## src/rtl/ram_bank_loader.sv

```systemverilog
// ============================================================================
//  Module   : ram_bank_loader
//  Purpose  : Write-side controller for the 13-bank x 19-word x 16-bit input
//             feature buffer. Accepts a raster-order pixel stream over a
//             valid/ready handshake and writes row r, column c into bank r at
//             address c. Pulses done once all 247 words are committed.
//  Ports    : clk, rst (sync, active-high)
//             start        - one-cycle pulse, begins a frame load (IDLE only)
//             s_data/s_valid/s_ready - pixel stream handshake
//             addr_write   - shared bank write address
//             wr_data      - write data broadcast to every bank
//             write_enable - per-bank write strobes (bit r -> bank r)
//             busy, done   - frame status; done is a one-cycle pulse
//             row_idx      - current destination bank
//  Options  : LOADER_ZERO_FILL_EN - when defined, start first zero-fills all
//             banks (DEPTH cycles of all-ones strobes) before loading.
//  Revision : 1.0 - initial release
// ============================================================================
`timescale 1ns/1ps
`default_nettype none

module ram_bank_loader #(
  parameter int DATA_W    = 16,
  parameter int NUM_BANKS = 13,
  parameter int DEPTH     = 19,
  parameter int ADDR_W    = 5
) (
  input  logic                 clk,
  input  logic                 rst,
  input  logic                 start,
  input  logic [DATA_W-1:0]    s_data,
  input  logic                 s_valid,
  output logic                 s_ready,
  output logic [ADDR_W-1:0]    addr_write,
  output logic [DATA_W-1:0]    wr_data,
  output logic [NUM_BANKS-1:0] write_enable,
  output logic                 busy,
  output logic                 done,
  output logic [3:0]           row_idx
);

  typedef enum logic [1:0] {
    S_IDLE  = 2'd0,
    S_CLEAR = 2'd1,
    S_LOAD  = 2'd2,
    S_FLUSH = 2'd3
  } state_t;

  localparam logic [ADDR_W-1:0] c_LAST_COL = ADDR_W'(DEPTH - 1);
  localparam logic [3:0]        c_LAST_ROW = 4'(NUM_BANKS - 1);

  state_t                 r_state, w_state_nxt;
  logic [3:0]             r_row,   w_row_nxt;
  logic [ADDR_W-1:0]      r_col,   w_col_nxt;
  logic [ADDR_W-1:0]      r_addr,  w_addr_nxt;
  logic [DATA_W-1:0]      r_data,  w_data_nxt;
  logic [NUM_BANKS-1:0]   r_we,    w_we_nxt;
  logic                   r_done,  w_done_nxt;
  logic                   w_beat;

  // Ready and busy decode the registered state only, so s_ready never
  // depends combinationally on s_valid.
  assign s_ready      = (r_state == S_LOAD);
  assign busy         = (r_state != S_IDLE);
  assign w_beat       = s_valid & s_ready;

  assign addr_write   = r_addr;
  assign wr_data      = r_data;
  assign write_enable = r_we;
  assign done         = r_done;
  assign row_idx      = r_row;

  always_comb begin
    w_state_nxt = r_state;
    w_row_nxt   = r_row;
    w_col_nxt   = r_col;
    w_addr_nxt  = r_addr;
    w_data_nxt  = r_data;
    w_we_nxt    = '0;
    w_done_nxt  = 1'b0;

    case (r_state)
      S_IDLE: begin
        if (start) begin
          w_row_nxt = '0;
          w_col_nxt = '0;
`ifdef LOADER_ZERO_FILL_EN
          // The first clear strobe is presented in the first CLEAR cycle.
          w_state_nxt = S_CLEAR;
          w_we_nxt    = '1;
          w_addr_nxt  = '0;
          w_data_nxt  = '0;
`else
          w_state_nxt = S_LOAD;
`endif
        end
      end

`ifdef LOADER_ZERO_FILL_EN
      // r_col tracks the address currently being zeroed.
      S_CLEAR: begin
        if (r_col == c_LAST_COL) begin
          w_state_nxt = S_LOAD;
          w_col_nxt   = '0;
        end else begin
          w_col_nxt  = r_col + ADDR_W'(1);
          w_addr_nxt = r_col + ADDR_W'(1);
          w_we_nxt   = '1;
        end
      end
`endif

      S_LOAD: begin
        if (w_beat) begin
          w_addr_nxt = r_col;
          w_data_nxt = s_data;
          w_we_nxt   = NUM_BANKS'(1) << r_row;
          if (r_col == c_LAST_COL) begin
            // Final beat leaves the counters on the last word so row_idx
            // never leaves 0..NUM_BANKS-1.
            if (r_row == c_LAST_ROW) begin
              w_state_nxt = S_FLUSH;
            end else begin
              w_col_nxt = '0;
              w_row_nxt = r_row + 4'd1;
            end
          end else begin
            w_col_nxt = r_col + ADDR_W'(1);
          end
        end
      end

      // The last strobe is on the bus during this cycle; done follows it.
      S_FLUSH: begin
        w_state_nxt = S_IDLE;
        w_done_nxt  = 1'b1;
      end

      default: begin
        w_state_nxt = S_IDLE;
      end
    endcase
  end

  always_ff @(posedge clk) begin
    if (rst) begin
      r_state <= S_IDLE;
      r_row   <= '0;
      r_col   <= '0;
      r_addr  <= '0;
      r_data  <= '0;
      r_we    <= '0;
      r_done  <= 1'b0;
    end else begin
      r_state <= w_state_nxt;
      r_row   <= w_row_nxt;
      r_col   <= w_col_nxt;
      r_addr  <= w_addr_nxt;
      r_data  <= w_data_nxt;
      r_we    <= w_we_nxt;
      r_done  <= w_done_nxt;
    end
  end

endmodule

`default_nettype wire
```

## config.mk

```make
export PLATFORM = sky130hd
export DESIGN_NAME = ram_bank_loader
export DESIGN_NICKNAME = d
export VERILOG_FILES = /design/src/rtl/ram_bank_loader.sv
export SDC_FILE = /design/constraint.sdc
export NUM_CORES = 1
export LEC_CHECK = 0
export CORE_MARGIN = 2
export CORE_UTILIZATION = 48
export CTS_CLUSTER_SIZE = 16
export DETAILED_ROUTE_END_ITERATION = 10
export PLACE_DENSITY = 0.92
export SYNTH_ARGS = -nofsm -noshare
export SYNTH_HDL_FRONTEND = slang
export SYNTH_SLANG_ARGS = --single-unit
```

## constraint.sdc

```tcl
create_clock -name clk -period 5.46 [get_ports clk]
set_input_delay 0.819 -clock clk [delete_from_list [all_inputs] [get_ports clk]]
set_output_delay 0.819 -clock clk [all_outputs]
set_load 0.005 [all_outputs]
```

==> flow_summary.json <==
{
  "layoutNonFillerInstCount": 313,
  "ys_ff_latch": 46,
  "synthesis.area_sq_um": 1800,
  "worstPathArrival_ns": 2.82,
  "htreeDepth": 2,
  "ys_types": 35,
  "netlist.top_cell.by_area": "dfxtp_1",
  "first_global_vias": 1483,
  "vias": 1640,
  "cts_tree": "done",
  "core_area_sq_um": 3630,
  "cts_root_buf": "clkbuf_8",
  "fin_tns_setup_ns": 0,
  "synth.most_common_cell": "nand2_1",
  "seq_area_sq_um": 921,
  "avgSynthCellArea_sq_um": 8.70,
  "synth_edf_count": 0,
  "vias_per_cell": 5.24,
  "worst_setup_path_end_kind": "flip-flop",
  "status": "finished, final reports clean",
  "path_depth": 5,
  "crit_family": "simple AND/OR/NAND/NOR gates",
  "netlist.area_leader.share_pct": 51.1,
  "hold_viol": 0,
  "finalClockSkew_ns": 0.00950,
  "cts_sinks": 46,
  "slowest_delay_ns": 0.64,
  "synth_seq_area_share_pct": 51.1,
  "fin_crit_sh_pct": 47.6,
  "worstSetupPathType": "input pin to flip-flop",
  "maxSlewViolCount": 0,
  "path_buf_inv": 1,
  "syn-num-nets": 234,
  "numPortBuffers": 60,
  "die_width_microns": 65.2,
  "ios": 61,
  "yosys_warnings": 0,
  "drv_cap": 0,
  "rsz0062_at_grt": "no",
  "tightest_slew_ns": 0.903,
  "p_total_mw": 0.618,
  "grt_overflow": 0,
  "ant_nets": 0,
  "ys_async_sr_fraction_pct": 0,
  "irDropWorstVdd_v": 0.000166,
  "drc": 0,
  "grt.total_usage_pct": 20.1,
  "r2r_cells": 4,
  "path_cells": "clkdlybuf4s50_1, nand3b_1, nor2_1, nand2_1, nor3_1",
  "area_growth_syn_to_layout_pct": 39.3,
  "slowest_stage": "nand3b_1",
  "dp.cells": 305,
  "synth_area_leaders": "dfxtp_1, nand2_1, a21oi_1",
  "avgRoutedWirePerCell_microns": 13.0,
  "grt_first_pass_wirelength_mm": 6.63,
  "slew_headroom_pct": 39.6,
  "hold_class": "flip-flop to flip-flop",
  "routed_wl_mm": 4.08,
  "min_path_cells": 2,
  "worstSkewPairLatency_ns": 0.30,
  "synth.top_cells.by_count": "nand2_1, dfxtp_1, a21oi_1, nor2_1, nor3_1",
  "dr.pass1.iters": 4,
  "antennaDiodeCount": 0,
  "syn-instance-count": 207,
  "numCtsBuffers": 5,
  "finalSetupViolations": 0,
  "nFillCells": 301,
  "grt_start_max_net_pins": 36,
  "die_area_sq_um": 4260,
  "finalNetCount": 291,
  "multi_input_area_sq_um": 805,
  "post-cts-setup-buffers": 0,
  "start_kind": "input pin",
  "ctsHoldBuffers": 0,
  "final.min_clock_period_ns": 2.60,
  "start_util_pct": 49.6,
  "crit_required_ns": 5.68,
  "clk_path_buf_depth": 2,
  "power_density_nw_per_um2": 247,
  "max_freq_ghz": 0.385,
  "die_y_microns": 65.2,
  "drt_iter0_markers": 60,
  "dp_hpwl_mm": 2.88,
  "cts_resized": 0,
  "drive_gt1_share_pct": 5.28,
  "path_max_fanout": 23,
  "synth_flop_cell": "dfxtp_1",
  "row_count": 22,
  "p_leak_nw": 0.897,
  "clk_pin_slew_ns": 0.08,
  "place_congestion": 0.872,
  "antenna_found_initial": 0
}
==> per-stage QoR <==
| stage | hold WS, ns | worst slack (ns) | instance area [sq um] | utilization (%) |
|---|---|---|---|---|
| floorplan | 0.453 | 3.64 | 1800 | - |
| global placement | 0.441 | 2.67 | 2420 | 66.5 |
| detailed placement | 0.447 | 2.60 | 2420 | 66.5 |
| CTS | 0.458 | 2.89 | 2510 | 69.0 |
| global route | 0.474 | 2.65 | 2510 | 69.0 |
| finish | 0.457 | 2.86 | 2510 | 69.0 |
==> path summary, 6_finish.rpt <==
| path | end | start | slack (ns) |
|---|---|---|---|
| worst max register to register | write_enable[0] | r_state[1] | 3.33 |
| worst min register to register | wr_data[13] | wr_data[13] | 0.46 |
| worst min-delay path | wr_data[13] | wr_data[13] | 0.46 |
| worst max-delay path | write_enable[0] | s_valid | 2.86 |
==> layer usage <==
layer / up-vias / part of all wire, % / GRT usage (%)
li1: 813 / - / -
met1: 763 / 41 / 23.8
met2: 53 / 52 / 34.4
met3: 11 / 5.3 / 5.48
met4: 0 / 2.0 / 7.81
met5: - / 0 / 0
==> cell type report <==
type                    count  share of cell area, %
clock buffers               7                   3.44
clock inverters             1                  0.200
inverters                   6                  0.898
multi-input cells         144                   32.1
flip-flops and latches     46                   36.7
well taps                  48                   2.40
repair buffers             61                   24.3
==> sequential cells by signal (all words and copies together) (netlist names) <==
signal / cells
write_enable: 13
r_col: 5
addr_write: 5
r_state: 2
wr_data: 16
row_idx: 4
done: 1
==> layout by cell type (no fill, tap or decap) <==
cell,instances
nand2_1,50
and2b_2,1
or2_1,1
o21ai_0,5
nor4b_1,1
a21oi_1,26
or4_1,2
clkbuf_8,6
mux2_2,1
a311oi_1,2
nand2b_1,1
buf_4,1
ha_1,7
nor2_1,12
and3_1,1
and4b_4,1
nand4_1,3
nand2b_4,1
a211o_1,1
a221o_1,1
a22o_1,1
or2_2,1
clkdlybuf4s50_1,60
dfxtp_1,46
clkbuf_1,1
and4bb_4,1
mux2i_1,2
a211oi_1,1
nor4_1,2
nor3_1,8
nand3_1,2
a41oi_1,1
inv_1,6
clkinv_2,1
and2_1,6
nand3b_1,1
xnor2_1,1
==> cells by family (layout without fill, tap and decap cells) <==
| group | after synthesis | in the layout | synth area share [%] |
|---|---|---|---|
| AO/OA/AOI/OAI | 38 | 38 | 12.0 |
| buffers and inverters | 17 | 75 | 4.17 |
| AND/OR/NAND/NOR | 95 | 95 | 25.6 |
| XOR/XNOR | 1 | 1 | 0.487 |
| flip-flops | 46 | 46 | 51.1 |
| adder cells (fa/ha/maj) | 7 | 7 | 4.86 |
| multiplexers | 3 | 3 | 1.74 |
==> report_power, final <==
part           leakage, nW  switching [mW]  internal [mW]
Combinational        0.477          0.0281         0.0332
Sequential           0.372         0.00545          0.342
Clock               0.0482           0.107          0.102
Total                0.897           0.141          0.477
==> worst register-to-register path: cells and delay by family (launching register included) <==
kind / cells / cell delay [ns]
flops: 1 / 0.54
simple gates: 4 / 1.52
No activity file was read; power rests on OpenSTA's default activity.
